`src/rtl/pixel_writer_pkg.sv`:
```
// Shared definitions for pixel_writer: command codes, pixel_cmd field positions,
// FSM states and pixel-width helpers.
package pixel_writer_pkg;

    typedef enum logic [3:0] {
        CMD_PXWRI         = 4'd1,
        CMD_PXWRI_M       = 4'd2,
        CMD_PXPASTE       = 4'd3,
        CMD_PXPASTE_M     = 4'd4,
        CMD_PXCOPY        = 4'd6,
        CMD_SETARGB       = 4'd7,
        CMD_RST_PXWRI_M   = 4'd10,
        CMD_RST_PXPASTE_M = 4'd11
    } cmd_e;

    localparam int CMD_HI     = 39;
    localparam int CMD_LO     = 36;
    localparam int COLOUR_HI  = 35;
    localparam int COLOUR_LO  = 28;
    localparam int WIDTH_HI   = 27;
    localparam int WIDTH_LO   = 24;
    localparam int TARGET_HI  = 23;
    localparam int TARGET_LO  = 20;
    localparam int PAYLOAD_HI = 31;
    localparam int PAYLOAD_LO = 0;
    localparam int MASK_HI    = 31;
    localparam int MASK_LO    = 24;

    typedef enum logic [1:0] {
        ST_IDLE,
        ST_RD_REQ,
        ST_RD_WAIT,
        ST_WR
    } state_e;

    function automatic logic width_legal(input logic [3:0] width);
        return (width == 4'd0) || (width == 4'd1) || (width == 4'd3) ||
               (width == 4'd7) || (width == 4'd15);
    endfunction

    // Pixels per word minus one; only meaningful for legal widths.
    function automatic logic [3:0] lane_mask(input logic [3:0] width);
        logic [3:0] m;
        case (width)
            4'd0:    m = 4'd15;
            4'd1:    m = 4'd7;
            4'd3:    m = 4'd3;
            4'd7:    m = 4'd1;
            default: m = 4'd0;
        endcase
        return m;
    endfunction

endpackage

```
`src/rtl/pixel_lane_mux.sv`:
```
// Combinational extract/insert of one MSB-first pixel lane in a 16-bit word.
module pixel_lane_mux (
    input  logic [15:0] word,
    input  logic [3:0]  width,
    input  logic [3:0]  lane,
    input  logic [15:0] pixel,
    output logic [15:0] extracted,
    output logic [15:0] merged
);

    logic [4:0]  bpp;
    logic [4:0]  shift;
    logic [15:0] low_mask;
    logic [15:0] field_mask;

    always_comb begin
        bpp        = {1'b0, width} + 5'd1;
        // Lane 0 sits at the top of the word, so the LSB offset counts down.
        shift      = 5'd16 - 5'(bpp * {1'b0, lane}) - bpp;
        low_mask   = 16'hFFFF >> (5'd16 - bpp);
        field_mask = low_mask << shift;
        extracted  = (word >> shift) & low_mask;
        merged     = (word & ~field_mask) | ((pixel & low_mask) << shift);
    end

endmodule

```
`src/rtl/pixel_writer.sv`:
```
// Pixel command executor: RMW / full-word write / read against 16-bit graphics memory.
// Optional build macro PIXEL_WRITER_COLLISION_EN enables the read-collision counter.
module pixel_writer
    import pixel_writer_pkg::*;
#(
    parameter int ADDR_W = 20,
    parameter int CNT_W  = 8
) (
    input  logic              clk,
    input  logic              reset,
    input  logic              pixel_cmd_rdy,
    input  logic [39:0]       pixel_cmd,
    output logic              draw_busy,
    output logic              mem_req,
    output logic              mem_we,
    output logic [ADDR_W-1:0] mem_addr,
    output logic [15:0]       mem_wdata,
    input  logic              mem_ack,
    input  logic [15:0]       mem_rdata,
    input  logic              mem_rvalid,
    output logic [31:0]       argb,
    output logic [CNT_W-1:0]  collision_cnt
);

    state_e state, next_state;

    logic [3:0]  f_cmd, f_width, f_target;
    logic [7:0]  f_colour;
    logic        accept, is_wri, is_paste, is_copy, skip, start_mem, full_word;

    logic              op_copy_r, op_wri_r;
    logic [7:0]        colour_r;
    logic [3:0]        width_r, lane_r;
    logic [ADDR_W-1:0] addr_r;
    logic [15:0]       word_r, copy_buf;
    logic [7:0]        wri_mask, paste_mask;
    logic [15:0]       lane_pixel, extracted, merged;
    logic              rd_done;

    assign f_cmd    = pixel_cmd[CMD_HI:CMD_LO];
    assign f_colour = pixel_cmd[COLOUR_HI:COLOUR_LO];
    assign f_width  = pixel_cmd[WIDTH_HI:WIDTH_LO];
    assign f_target = pixel_cmd[TARGET_HI:TARGET_LO];

    assign accept   = pixel_cmd_rdy && (state == ST_IDLE);
    assign is_wri   = (f_cmd == CMD_PXWRI)   || (f_cmd == CMD_PXWRI_M);
    assign is_paste = (f_cmd == CMD_PXPASTE) || (f_cmd == CMD_PXPASTE_M);
    assign is_copy  = (f_cmd == CMD_PXCOPY);
    assign skip     = ((f_cmd == CMD_PXWRI_M)   && (f_colour == wri_mask)) ||
                      ((f_cmd == CMD_PXPASTE_M) && (copy_buf == {8'h00, paste_mask}));
    assign start_mem = accept && width_legal(f_width) &&
                       (is_copy || ((is_wri || is_paste) && !skip));
    assign full_word = (f_width == 4'd15) && !is_copy;
    assign rd_done   = (state == ST_RD_WAIT) && mem_rvalid;

    always_ff @(posedge clk or posedge reset) begin
        if (reset) state <= ST_IDLE;
        else       state <= next_state;
    end

    always_comb begin
        next_state = state;
        case (state)
            ST_IDLE:    if (start_mem) next_state = full_word ? ST_WR : ST_RD_REQ;
            ST_RD_REQ:  if (mem_ack) next_state = ST_RD_WAIT;
            ST_RD_WAIT: if (mem_rvalid) next_state = op_copy_r ? ST_IDLE : ST_WR;
            ST_WR:      if (mem_ack) next_state = ST_IDLE;
            default:    next_state = ST_IDLE;
        endcase
    end

    assign draw_busy = (state != ST_IDLE);
    assign mem_req   = (state == ST_RD_REQ) || (state == ST_WR);
    assign mem_we    = (state == ST_WR);
    assign mem_addr  = addr_r & ~ADDR_W'(1);
    assign mem_wdata = word_r;

    assign lane_pixel = op_wri_r ? {8'h00, colour_r} : copy_buf;

    pixel_lane_mux u_lane_mux (
        .word      (mem_rdata),
        .width     (width_r),
        .lane      (lane_r),
        .pixel     (lane_pixel),
        .extracted (extracted),
        .merged    (merged)
    );

    always_ff @(posedge clk or posedge reset) begin
        if (reset) begin
            op_copy_r  <= 1'b0;
            op_wri_r   <= 1'b0;
            colour_r   <= '0;
            width_r    <= '0;
            lane_r     <= '0;
            addr_r     <= '0;
            word_r     <= '0;
            copy_buf   <= '0;
            wri_mask   <= '0;
            paste_mask <= '0;
            argb       <= '0;
        end else begin
            if (accept) begin
                if (f_cmd == CMD_SETARGB)       argb       <= pixel_cmd[PAYLOAD_HI:PAYLOAD_LO];
                if (f_cmd == CMD_RST_PXWRI_M)   wri_mask   <= pixel_cmd[MASK_HI:MASK_LO];
                if (f_cmd == CMD_RST_PXPASTE_M) paste_mask <= pixel_cmd[MASK_HI:MASK_LO];
            end
            if (start_mem) begin
                op_copy_r <= is_copy;
                op_wri_r  <= is_wri;
                colour_r  <= f_colour;
                width_r   <= f_width;
                lane_r    <= f_target & lane_mask(f_width);
                addr_r    <= pixel_cmd[ADDR_W-1:0];
                // 16bpp writes skip the read, so the word is known up front.
                if (full_word) word_r <= is_wri ? {8'h00, f_colour} : copy_buf;
            end
            if (rd_done) begin
                if (op_copy_r) copy_buf <= extracted;
                else           word_r   <= merged;
            end
        end
    end

`ifdef PIXEL_WRITER_COLLISION_EN
    logic [CNT_W-1:0] cnt_r;

    always_ff @(posedge clk or posedge reset) begin
        if (reset) begin
            cnt_r <= '0;
        end else if (accept && ((f_cmd == CMD_RST_PXWRI_M) || (f_cmd == CMD_RST_PXPASTE_M))) begin
            cnt_r <= '0;
        end else if (rd_done && op_copy_r && (extracted != {8'h00, colour_r}) && (cnt_r != '1)) begin
            cnt_r <= cnt_r + CNT_W'(1);
        end
    end

    assign collision_cnt = cnt_r;
`else
    assign collision_cnt = '0;
`endif

endmodule
```
`config.mk`:
```
export PLATFORM = sky130hd
export DESIGN_NAME = pixel_writer
export DESIGN_NICKNAME = d
export VERILOG_FILES = /design/src/rtl/pixel_writer_pkg.sv /design/src/rtl/pixel_lane_mux.sv /design/src/rtl/pixel_writer.sv
export SDC_FILE = /design/constraint.sdc
export NUM_CORES = 1
export LEC_CHECK = 0
export BUFFER_PORTS_ARGS = -buffer_cell sky130_fd_sc_hd__buf_2
export CORE_UTILIZATION = 35
export DETAILED_ROUTE_END_ITERATION = 6
export SLEW_MARGIN = 20
export SYNTH_ARGS = -nofsm -noshare
export SYNTH_HDL_FRONTEND = slang
export SYNTH_HIERARCHICAL = 1
export SYNTH_SLANG_ARGS = --single-unit
```
`constraint.sdc`:
```
create_clock -name clk -period 13.9 [get_ports clk]
set_input_delay 2.085 -clock clk [delete_from_list [all_inputs] [get_ports clk]]
set_output_delay 2.085 -clock clk [all_outputs]
set_load 0.05 [all_outputs]
```
==> run_results.csv <==
group,metric,value,unit
status,outcome,"finished, violations left",
status,violations,"DRC",
global_routing,grt_pass1_wl,44.03,mm
layout,nFillCells,2447,
clock_network,hold_buffers,0,
sta,tightest_slew,1.116,ns
synthesis,ys_types,91,
clock_network,clockBufferDepth,2,
global_routing,grt_pass1_vias,7458,
setup_path,path_class,"register to register",
synthesis,syn_avg_cell_area,9.698,um^2
sta,setup_viol,0,
synthesis,yosys-top-cells-area,"dfrtp_1, mux2_2, mux2_4",
synthesis,synth_flop_cell,"dfrtp_1",
sta,hold_violations,0,
clock_network,htree_levels,4,
detailed_routing,vias,7473,
global_routing,antenna_found_initial,1,
detailed_routing,avgRoutedWirePerCell,21.10,um
synthesis,synth.top_cell.area_share,34.16,%
synthesis,synth_top_cell_by_area,"dfrtp_1",
synthesis,syn_inst,899,
sta,setup_slack,7.682,ns
place,pre_cts_ws,7.657,ns
synthesis,synth-seq-area-share,34.16,%
floorplan,fp.dieH,159.8,um
clock_network,clock-root-buffer,"clkbuf_16",
setup_path,cp_data_required_time,14.19,ns
layout,synthToLayoutAreaGrowth,16.43,%
detailed_routing,via_per_inst,5.636,
worst_hold_path,hold_depth,1,
detailed_routing,dr.first_iter.drc_count,673,
synthesis,synthesis.area,0.008718,mm^2
sta,slew_headroom,25.03,%
floorplan,die_w,159.8,um
layout,fin_nets,1065,
detailed_routing,wirelength,27.99,mm
clock_network,cts_buffers,17,
setup_path,start_kind,"register",
clock_network,clk_pin_slew_worst_paths,0.06,ns
detailed_routing,drc_errors,2,
place,dpl.hpwl,20.85,mm
clock_network,clock_sinks,119,
sta,fin_crit_sh,44.74,%
detailed_routing,first_pass_iters,7,
place,port_buffers,130,
synthesis,synthArstFlopShare,100.0,%
setup_path,cp.arrival,6.51,ns
synthesis,ys_warn_count,6,
clock_network,ctsResizeCount,0,
global_routing,grt_usage,22.25,%
synthesis,synth_edf_count,0,
global_routing,grt_max_degree,75,
place,gp_congestion,1.031,
synthesis,synth-seq-cells,119,
run,maxCapViolations,0,
global_routing,grt-ovfl-total,0,
clock_network,cts_setup_buffers,0,
clock_network,tritoncts,"done",
synthesis,yosysMostFrequentCell,"dfrtp_1",
setup_path,end_kind,"register",
sta,rsz0062_at_grt,"false",
synthesis,yosys-top-cells-count,"dfrtp_1, mux2_2, nand2_1",
setup_path,crit_fanout,23,
layout,antenna_cells,0,
worst_hold_path,hp-class,"register to register",
detailed_routing,ant_nets,0,
floorplan,die-area,0.02554,mm^2
sta,skew,0.01167,ns
sta,setup_tns,0,ns
sta,fin_crit,6.218,ns
setup_path,worstRegToRegCells,18,
sta,report.final.slew_viol_count,0,
floorplan,ios,140,
floorplan,core.rowCount,57,
sta,max_freq,160.8,MHz
floorplan,start_util,35.74,%
clock_network,clock_latency,0.41,ns
floorplan,core_area,0.02439,mm^2
layout,layout-drive-gt1-share,33.23,%
[area by class of cell]
class	count	area, um^2	share of cell area (%)
Clock buffer	21	460.4	4.536
Clock inverter	11	195.2	1.923
Inverter	20	77.57	0.7642
Multi-Input combinational cell	689	5294	52.15
Sequential cell	119	2978	29.34
Tap cell	324	405.4	3.994
Timing Repair Buffer	142	740.7	7.297
[stage by stage]
step	hold WS (ns)	cell area, um^2	instances	utilization [%]
after detailed placement	0.4870	9495	1294	38.93
after CTS	0.5068	10150	1326	41.62
final	0.5022	10150	1326	41.62
after global routing	0.5167	10150	1326	41.62
after floorplan	0.4702	8748	907	-
after global placement	0.4845	9488	1294	38.90
[worst paths after layout]
kind	start	end	slack, ns
max	width_r[0]$_DFFE_PP0N_	mem_wdata[10]$_DFF_PP0_	7.68
min	argb[30]$_DFFE_PP0P_	argb[30]$_DFFE_PP0P_	0.50
max reg2reg	width_r[0]$_DFFE_PP0N_	mem_wdata[10]$_DFF_PP0_	7.68
min reg2reg	argb[30]$_DFFE_PP0P_	argb[30]$_DFFE_PP0P_	0.50
max in group asynchronous	reset	colour_r[0]$_DFFE_PP0N_	10.80
min in group asynchronous	reset	addr_r[10]$_DFFE_PP0N_	1.74
[critical path: stages, from the launching register on]
cell       delay [ns]
dfrtp_1          0.84
ha_1             0.50
inv_1            0.12
ha_1             0.66
and2_1           0.23
fa_1             0.44
xnor2_1          0.16
fa_1             0.57
ha_1             0.14
inv_1            0.04
fa_1             0.37
xor2_1           0.18
xnor2_1          0.17
xnor3_2          0.47
nand2b_1         0.49
o31ai_1          0.36
o22ai_1          0.12
a2bb2oi_2        0.14
o21ai_1          0.07
[flip-flops by register name (all words and copies together) (netlist names)]
name and cells:
addr_r 19, argb 32, colour_r 8, copy_buf 16
lane_r 4, mem_wdata 16, op_copy_r 1, op_wri_r 1
paste_mask 8, state 2, width_r 4, wri_mask 8
[layout by cell type, fill, tap and decap left out, types with 12 or more instances in the layout]
| master | count |
|---|---|
| nand3_1 | 20 |
| a21oi_1 | 30 |
| buf_4 | 12 |
| mux2_4 | 30 |
| nor2_1 | 58 |
| mux2i_1 | 39 |
| o21ai_0 | 38 |
| dfrtp_1 | 119 |
| xnor2_1 | 26 |
| mux2_2 | 89 |
| nor2b_1 | 16 |
| nand2_1 | 85 |
| clkbuf_16 | 17 |
| and3_1 | 12 |
| inv_1 | 19 |
| nor3_1 | 22 |
| buf_2 | 130 |
| o21ai_1 | 24 |
[routing by layer]
metal	vias up	routed length [um]	global-route usage, %
met5	-	27	0
met4	2	946	8.918
met3	74	2156	4.390
met2	324	12470	34.86
li1	3417	-	-
met1	3656	12390	30.10
[cell families (layout without fill, tap and decap cells)]
family | Yosys count | after routing | synth area share [%]
buf+inv | 99 | 194 | 5.697
xor+xnor | 33 | 33 | 3.660
simple gates | 273 | 273 | 15.77
flops | 119 | 119 | 34.16
mux | 161 | 161 | 21.91
fa+ha+maj | 16 | 16 | 2.712
other cells | 1 | 9 | 0.04301
compound gates | 197 | 197 | 16.05
Power is not shown: default switching activity piles up to over one toggle a cycle in this logic, so the estimate is an artifact.
